==> src/rtl/kernel_mem_pkg.sv <==
// Shared types and default sizing for the kernel weight memory write path.
package kernel_mem_pkg;

    typedef enum logic [1:0] {
        IDLE = 2'd0,
        LOAD = 2'd1,
        DONE = 2'd2
    } loader_state_t;

    localparam int DEF_KERNEL_BRAM_NUM           = 4;
    localparam int DEF_KERNEL_BRAM_ADDRESS_WIDTH = 16;
    localparam int DEF_DATA_WIDTH                = 32;
    localparam int DEF_KERNEL_SIZE               = 9;

endpackage

==> src/rtl/kernel_mem_loader.sv <==
// Write-side sequencer for the kernel weight BRAM bank: takes a valid/ready
// stream of weight words and deals whole kernels round-robin across banks.
module kernel_mem_loader
    import kernel_mem_pkg::*;
#(
    parameter int KERNEL_BRAM_NUM           = DEF_KERNEL_BRAM_NUM,
    parameter int KERNEL_BRAM_ADDRESS_WIDTH = DEF_KERNEL_BRAM_ADDRESS_WIDTH,
    parameter int DATA_WIDTH                = DEF_DATA_WIDTH,
    parameter int KERNEL_SIZE               = DEF_KERNEL_SIZE
) (
    input  logic                                 i_clock,
    input  logic                                 i_reset,
    input  logic                                 i_start,
    input  logic [15:0]                          i_num_kernels,
    input  logic                                 i_valid,
    output logic                                 o_ready,
    input  logic [DATA_WIDTH-1:0]                i_data,
    output logic [0:0]                           o_enable  [0:KERNEL_BRAM_NUM-1],
    output logic [0:0]                           o_wenable [0:KERNEL_BRAM_NUM-1],
    output logic [KERNEL_BRAM_ADDRESS_WIDTH-1:0] o_address [0:KERNEL_BRAM_NUM-1],
    output logic [DATA_WIDTH-1:0]                o_bram_data,
    output logic                                 o_busy,
    output logic                                 o_done
);

    localparam int AW     = KERNEL_BRAM_ADDRESS_WIDTH;
    localparam int BANK_W = (KERNEL_BRAM_NUM > 1) ? $clog2(KERNEL_BRAM_NUM) : 1;
    localparam int WORD_W = (KERNEL_SIZE > 1) ? $clog2(KERNEL_SIZE) : 1;

    localparam logic [WORD_W-1:0] WORD_LAST = WORD_W'(KERNEL_SIZE - 1);
    localparam logic [BANK_W-1:0] BANK_LAST = BANK_W'(KERNEL_BRAM_NUM - 1);
    localparam logic [AW-1:0]     KS_ADDR   = AW'(KERNEL_SIZE);

    loader_state_t     state, state_next;

    logic [WORD_W-1:0] word_cnt;
    logic [BANK_W-1:0] bank_cnt;
    logic [AW-1:0]     base_addr;
    logic [15:0]       kern_cnt;
    logic [15:0]       num_kernels;

    logic              handshake;
    logic              last_word;
    logic [AW-1:0]     wr_addr;

    // Only LOAD accepts words; ready is a pure decode of the state register.
    assign o_ready   = (state == LOAD);
    assign handshake = o_ready && i_valid;
    assign last_word = handshake && (word_cnt == WORD_LAST)
                       && (kern_cnt == (num_kernels - 16'd1));
    // Address arithmetic wraps silently at the port width.
    assign wr_addr   = base_addr + AW'(word_cnt);

    // State register.
    always_ff @(posedge i_clock) begin
        if (!i_reset) state <= IDLE;
        else          state <= state_next;
    end

    // Next-state decode; a zero-kernel request goes straight to DONE.
    always_comb begin
        state_next = state;
        case (state)
            IDLE: begin
                if (i_start) state_next = (i_num_kernels == 16'd0) ? DONE : LOAD;
            end
            LOAD: begin
                if (last_word) state_next = DONE;
            end
            DONE:    state_next = IDLE;
            default: state_next = IDLE;
        endcase
    end

    // Placement counters: word within kernel, bank, per-bank base, kernel count.
    always_ff @(posedge i_clock) begin
        if (!i_reset) begin
            word_cnt    <= '0;
            bank_cnt    <= '0;
            base_addr   <= '0;
            kern_cnt    <= '0;
            num_kernels <= '0;
        end else if (state == IDLE && i_start) begin
            word_cnt    <= '0;
            bank_cnt    <= '0;
            base_addr   <= '0;
            kern_cnt    <= '0;
            num_kernels <= i_num_kernels;
        end else if (handshake) begin
            if (word_cnt == WORD_LAST) begin
                word_cnt <= '0;
                kern_cnt <= kern_cnt + 16'd1;
                if (bank_cnt == BANK_LAST) begin
                    bank_cnt  <= '0;
                    base_addr <= base_addr + KS_ADDR;
                end else begin
                    bank_cnt <= bank_cnt + BANK_W'(1);
                end
            end else begin
                word_cnt <= word_cnt + WORD_W'(1);
            end
        end
    end

    // Registered write port and status; one bank at most, idle banks park at 0.
    always_ff @(posedge i_clock) begin
        if (!i_reset) begin
            for (int b = 0; b < KERNEL_BRAM_NUM; b++) begin
                o_enable[b]  <= 1'b0;
                o_wenable[b] <= 1'b0;
                o_address[b] <= '0;
            end
            o_bram_data <= '0;
            o_busy      <= 1'b0;
            o_done      <= 1'b0;
        end else begin
            for (int b = 0; b < KERNEL_BRAM_NUM; b++) begin
                if (handshake && bank_cnt == BANK_W'(b)) begin
                    o_enable[b]  <= 1'b1;
                    o_wenable[b] <= 1'b1;
                    o_address[b] <= wr_addr;
                end else begin
                    o_enable[b]  <= 1'b0;
                    o_wenable[b] <= 1'b0;
                    o_address[b] <= '0;
                end
            end
            if (handshake) o_bram_data <= i_data;
            o_busy <= (state_next != IDLE);
            o_done <= (state_next == DONE);
        end
    end

endmodule

==> config.mk <==
export PLATFORM = sky130hd
export DESIGN_NAME = kernel_mem_loader
export DESIGN_NICKNAME = d
export VERILOG_FILES = /design/src/rtl/kernel_mem_pkg.sv /design/src/rtl/kernel_mem_loader.sv
export SDC_FILE = /design/constraint.sdc
export NUM_CORES = 1
export LEC_CHECK = 0
export CAP_MARGIN = 20
export CORE_AREA = 2 2 135 124
export CTS_CLUSTER_DIAMETER = 80
export CTS_CLUSTER_SIZE = 30
export DETAILED_ROUTE_END_ITERATION = 10
export DIE_AREA = 0 0 137 126
export PLACE_DENSITY = 0.67
export SLEW_MARGIN = 10
export SYNTH_ARGS = -nofsm -noshare
export SYNTH_HDL_FRONTEND = slang
export SYNTH_SLANG_ARGS = --single-unit
==> constraint.sdc <==
create_clock -name i_clock -period 3.35 [get_ports i_clock]
set_clock_uncertainty 0.2 [all_clocks]
set_input_delay 0.5025 -clock i_clock [delete_from_list [all_inputs] [get_ports i_clock]]
set_output_delay 0.5025 -clock i_clock [all_outputs]
set_load 0.01 [all_outputs]
=== Word-level counts from Yosys, hierarchy flattened ===
Index checks and enable logic that the tools add are counted.

* Bits in registers: 158
* Input bits: 52
* Output and inout bits: 107
* Word-level logic and storage cells: 60

* Add/sub/neg operators: 6
* Equality and inequality tests: 7
* Muxes and demuxes: 10
* Bitwise operators: 1
* Reduce and logical (&&, ||, !) cells: 19

{| class="wikitable"
|+ Operator list
! operator !! count
|-
| 16-bit by 1-bit adder with 16-bit output (second input constant) || 1
|-
| 16-bit by 4-bit adder with 16-bit output || 1
|-
| 16-bit by 4-bit adder with 16-bit output (second input constant) || 1
|-
| 16-bit == test || 1
|-
| 16-bit zero test || 1
|-
| 16-bit by 1-bit subtractor with 16-bit output (second input constant) || 1
|-
| 2-bit AND reduction || 5
|-
| 1-bit logical AND || 8
|-
| 2-bit two-way mux || 4
|-
| 2-bit == test (second input constant) || 3
|-
| 4-bit by 1-bit adder with 4-bit output (second input constant) || 1
|-
| 2-bit by 1-bit == test with 1-bit output (second input constant) || 2
|-
| 4-bit == test (second input constant) || 1
|-
| 2-bit zero test || 2
|-
| 1-bit two-way mux || 4
|-
| 4-bit two-way mux || 1
|-
| 2-bit one-hot mux with 2 select lines || 1
|-
| 3-bit AND reduction || 1
|-
| 2-bit by 1-bit adder with 2-bit output (second input constant) || 1
|-
| 2-bit nonzero test || 1
|-
| 2-bit OR reduction || 1
|-
| 1-bit NOT || 1
|}

=== Logic depth before layout (Yosys ltp) ===
* Depth after elaboration: 7
* Mapped depth: 9
* Gate-level depth less buffers: 9

=== Least setup slack after synthesis ===
Ideal clock, no wire load.

* Path type: flip-flop to flip-flop
* From: register num_kernels[2]
* To: register o_done
* Library setup time: 0.116 ns
* Arrival time: 2.089 ns
* Data required time: 3.034 ns
* Slack: 0.945 ns
* Cell stages (with the launch flop): 8
* Buffers on the path: 1
* Clock period less this slack: 2.405 ns
* Cell sequence: dfxtp_1 > or4_4 > or4_1 > buf_2 > nor4_4 > xnor2_1 > and4b_4 > a31o_1

* Word-level cells in the longest chain between the ends: 6

{| class="wikitable"
|+ Ends and longest elaborated chain
! element !! RTL line !! RTL
|-
| start, declared || kernel_mem_loader.sv:40 || <nowiki>logic [15:0] num_kernels;</nowiki>
|-
| start signal, assigned || kernel_mem_loader.sv:88 || <nowiki>num_kernels <= i_num_kernels;</nowiki>
|-
| 16-bit by 1-bit subtractor with 16-bit output || kernel_mem_loader.sv:50 || <nowiki>&& (kern_cnt == (num_kernels - 16'd1));</nowiki>
|-
| 16-bit == test || kernel_mem_loader.sv:50 ||
|-
| 1-bit logical AND || kernel_mem_loader.sv:50 ||
|-
| 2-bit two-way mux || kernel_mem_loader.sv:68 || <nowiki>if (last_word) state_next = DONE;</nowiki>
|-
| 2-bit one-hot mux with 2 select lines || kernel_mem_loader.sv:63 || <nowiki>case (state)</nowiki>
|-
| 2-bit == test || kernel_mem_loader.sv:130 || <nowiki>o_done <= (state_next == DONE);</nowiki>
|-
| end signal, assigned || kernel_mem_loader.sv:130 ||
|-
| end, declared || kernel_mem_loader.sv:23 || <nowiki>output logic o_done</nowiki>
|}

No other way between the ends.
A chain may end at the register's enable or synchronous reset.

=== Worst setup path after layout ===
* From: register num_kernels[2]
* To: register state[0]

* Word-level cells in the longest chain between the ends: 5

{| class="wikitable"
|+ Ends and longest elaborated chain
! element !! RTL line !! RTL
|-
| 16-bit by 1-bit subtractor with 16-bit output || kernel_mem_loader.sv:50 ||
|-
| 16-bit == test || kernel_mem_loader.sv:50 ||
|-
| 1-bit logical AND || kernel_mem_loader.sv:50 ||
|-
| 2-bit two-way mux || kernel_mem_loader.sv:68 ||
|-
| 2-bit one-hot mux with 2 select lines || kernel_mem_loader.sv:63 ||
|-
| end signal, assigned || kernel_mem_loader.sv:57 || <nowiki>else state <= state_next;</nowiki>
|-
| end, declared || kernel_mem_loader.sv:34 || <nowiki>loader_state_t state, state_next;</nowiki>
|}

No other way between the ends.

==> metrics.txt <==
Skew-Pair Late Insertion Delay=0.43 ns; area grow syn2layout=37.8%; Layout Utilization=0.545; Slew Limit Fails=0; Initial DRT Pass Iterations=4; total placed instance area=8000 um2; RePlAce Congestion=0.858; area of the multi-input gates=2870 um2; startpoint types=register; die area=between 15000 and 20000 um2; Final setup violation count=0; cts bufs inserted=17; GR Overflow Total=0; critical path arrival=2.68 ns; Remaining DRCs=0; outcome=finished, final reports clean; gr busiest metal=met2; layout cells sized above 1=0.0551; quantity of gates resized following cts=0; GRT Total Usage=0.176; Die Width=137 um; Post-Route WL=approximately 14000 um; largest net degree at the start of global routing=47; Die Height=126 um; Synth Area per Inst=8.77 um2; clk root buf=clkbuf_16; dpl ws=0.672 ns; Least-Margin Pin Slew=0.702 ns; hold slack=approximately 0.26 ns; Final period util=0.769; post-DR vias/cell=between 4 and 5; Slew headroom=0.531; Hold-fix buffers, CTS=0; maxcap violations=0; HPWL Detailed=approximately 10000 um; first-pass GRT wire length=24100 um; net total in the final layout=924; post-synthesis cell count=715; clk buf depth=2; TritonCTS clock tree=done; via count of the first global-routing pass=4874; Finished Layout Cells=1078; DR vias=5138; number of synthesized register bits=about 160; crit path capture type=register; met3 usage=0.0721; critical path type=register to register; Cell Pwr Density=497 nW/um2; met1 GRT Util=0.241; hold path start=o_bram_data[7]; worst endpoint required time=3.45 ns; YS warnings=0; syn_nets=781; CP startpoint=num_kernels[2]; RSZ-0062 raised after global routing=false; min Tclk post-route=2.57 ns; antenna cells=0; worst hold-check path type=register to register; Placed Cells=approximately 1000; Starting Density=0.395; Rows=44; Filler Cells Inserted=1497; final setup margin=0.775 ns; CTS HTree Levels=4; worst-path fanout max=7; total power=4.30 mW; I/O pin count=159; DRT antenna net count=0; FF-to-FF setup slack=0.78 ns; initial DRC count=204; WL/cell=approximately 13 um; Sum Neg Setup Slack=0 ns; sequential cell area=3160 um2; fin area=8640 um2; antenna violations before repair=0; sequential-to-total area share from yosys stat=0.505; synth unique cells=49; CORE AREA=15900 um2; Final Hold Vio Count=0; Mapped Area=6270 um2; met2 Track Usage GR=0.255; r2r startpoint=num_kernels[2]; Worst-path clk slew=approximately 0.070 ns; Pleak=3.04 nW; maximum vdd ir drop=roughly 0.38 mV; clock sink count=158; setup repair bufs after CTS=0; fmax=388 MHz; number of port buffers=158
sequential cells by signal, indices dropped and copies added (netlist names):
signal       cells
o_busy           1
o_bram_data     32
o_done           1
state            2
o_address       64
num_kernels     16
kern_cnt        16
word_cnt         4
o_wenable        4
base_addr       16
bank_cnt         2
final timing paths:
kind                          to  cells after the start
setup / recovery        state[0]                      6
hold / removal    o_bram_data[7]                      2
setup reg to reg        state[0]                      6
hold reg to reg   o_bram_data[7]                      2
critical path: stages (launching register included):
cell and delay (ns):
dfxtp_1 0.37, or4_4 0.56, or4_1 0.55, nor4_4 0.26, xnor2_1 0.15, and4b_4 0.26, a31oi_1 0.09
cells by family after synthesis:
kind of cell | after synthesis | synth area share
compound gates | 97 | 0.105
flops | 158 | 0.505
xor+xnor | 61 | 0.0852
mux | 3 | 0.00479
fa+ha+maj | 15 | 0.0307
buf+inv | 59 | 0.0381
simple gates | 322 | 0.231
layout make-up:
type                            count  area share
Clock buffer                       17      0.0493
Clock inverter                     15      0.0245
Sequential cell                   158       0.366
Tap cell                          207      0.0300
Inverter                           15     0.00652
Timing Repair Buffer              168       0.192
Multi-Input combinational cell    498       0.332
metal layers:
| metal | vias to the layer above | share of wire |
|---|---|---|
| li1 | 2643 | - |
| met1 | 2331 | 0.49 |
| met2 | 151 | 0.41 |
| met3 | 13 | 0.084 |
| met4 | 0 | 0.0099 |
| met5 | - | 0 |
cell usage after synthesis (all sizes together):
cell type	instances	area, um2
a2111oi	1	8.76
a211oi	1	7.51
a21boi	49	368
a21o	1	7.51
a21oi	16	80.1
a2bb2oi	1	8.76
a31o	2	17.5
a31oi	5	31.3
a32o	1	10.0
a41oi	1	8.76
and2	5	31.3
and3	4	25.0
and3b	2	17.5
and4	3	26.3
and4b	1	13.8
buf	10	55.1
clkbuf	34	128
dfxtp	158	3160
fa	1	20.0
ha	13	163
inv	15	56.3
maj3	1	10.0
mux2i	3	30.0
nand2	124	465
nand2b	1	6.26
nand3	16	80.1
nand3b	1	7.51
nand4	10	62.6
nor2	109	409
nor2b	6	37.5
nor3	15	75.1
nor3b	3	27.5
nor4	7	58.8
nor4b	1	8.76
o2111ai	1	8.76
o21a	2	15.0
o21ai	14	70.1
o21ba	1	10.0
o311ai	1	8.76
or2	1	6.26
or3	10	62.6
or4	3	26.3
xnor2	34	298
xor2	27	236
power breakdown:
group | switching, mW | internal [mW]
registers | 0.0302 | 1.91
clock network | 0.897 | 1.15
logic | 0.144 | 0.163
cell usage in the layout, fill, tap and decap left out, drive strengths merged, types with 2 or more instances in the layout:
| cell type | n |
|---|---|
| buf | 10 |
| nor4 | 7 |
| and2 | 5 |
| and3 | 4 |
| a21boi | 49 |
| clkinv | 4 |
| inv | 24 |
| nand2 | 124 |
| o21ai | 14 |
| nand4 | 10 |
| or3 | 10 |
| mux2i | 3 |
| nor3b | 3 |
| xnor2 | 34 |
| and3b | 2 |
| nor2 | 109 |
| xor2 | 27 |
| or4 | 3 |
| clkbuf | 17 |
| and4 | 3 |
| bufinv | 2 |
| dfxtp | 158 |
| ha | 13 |
| nor2b | 6 |
| a31oi | 5 |
| nand3 | 16 |
| nor3 | 15 |
| o21a | 2 |
| clkdlybuf4s50 | 158 |
| a21oi | 16 |
| a31o | 2 |
(Power assumes the default switching activity.)
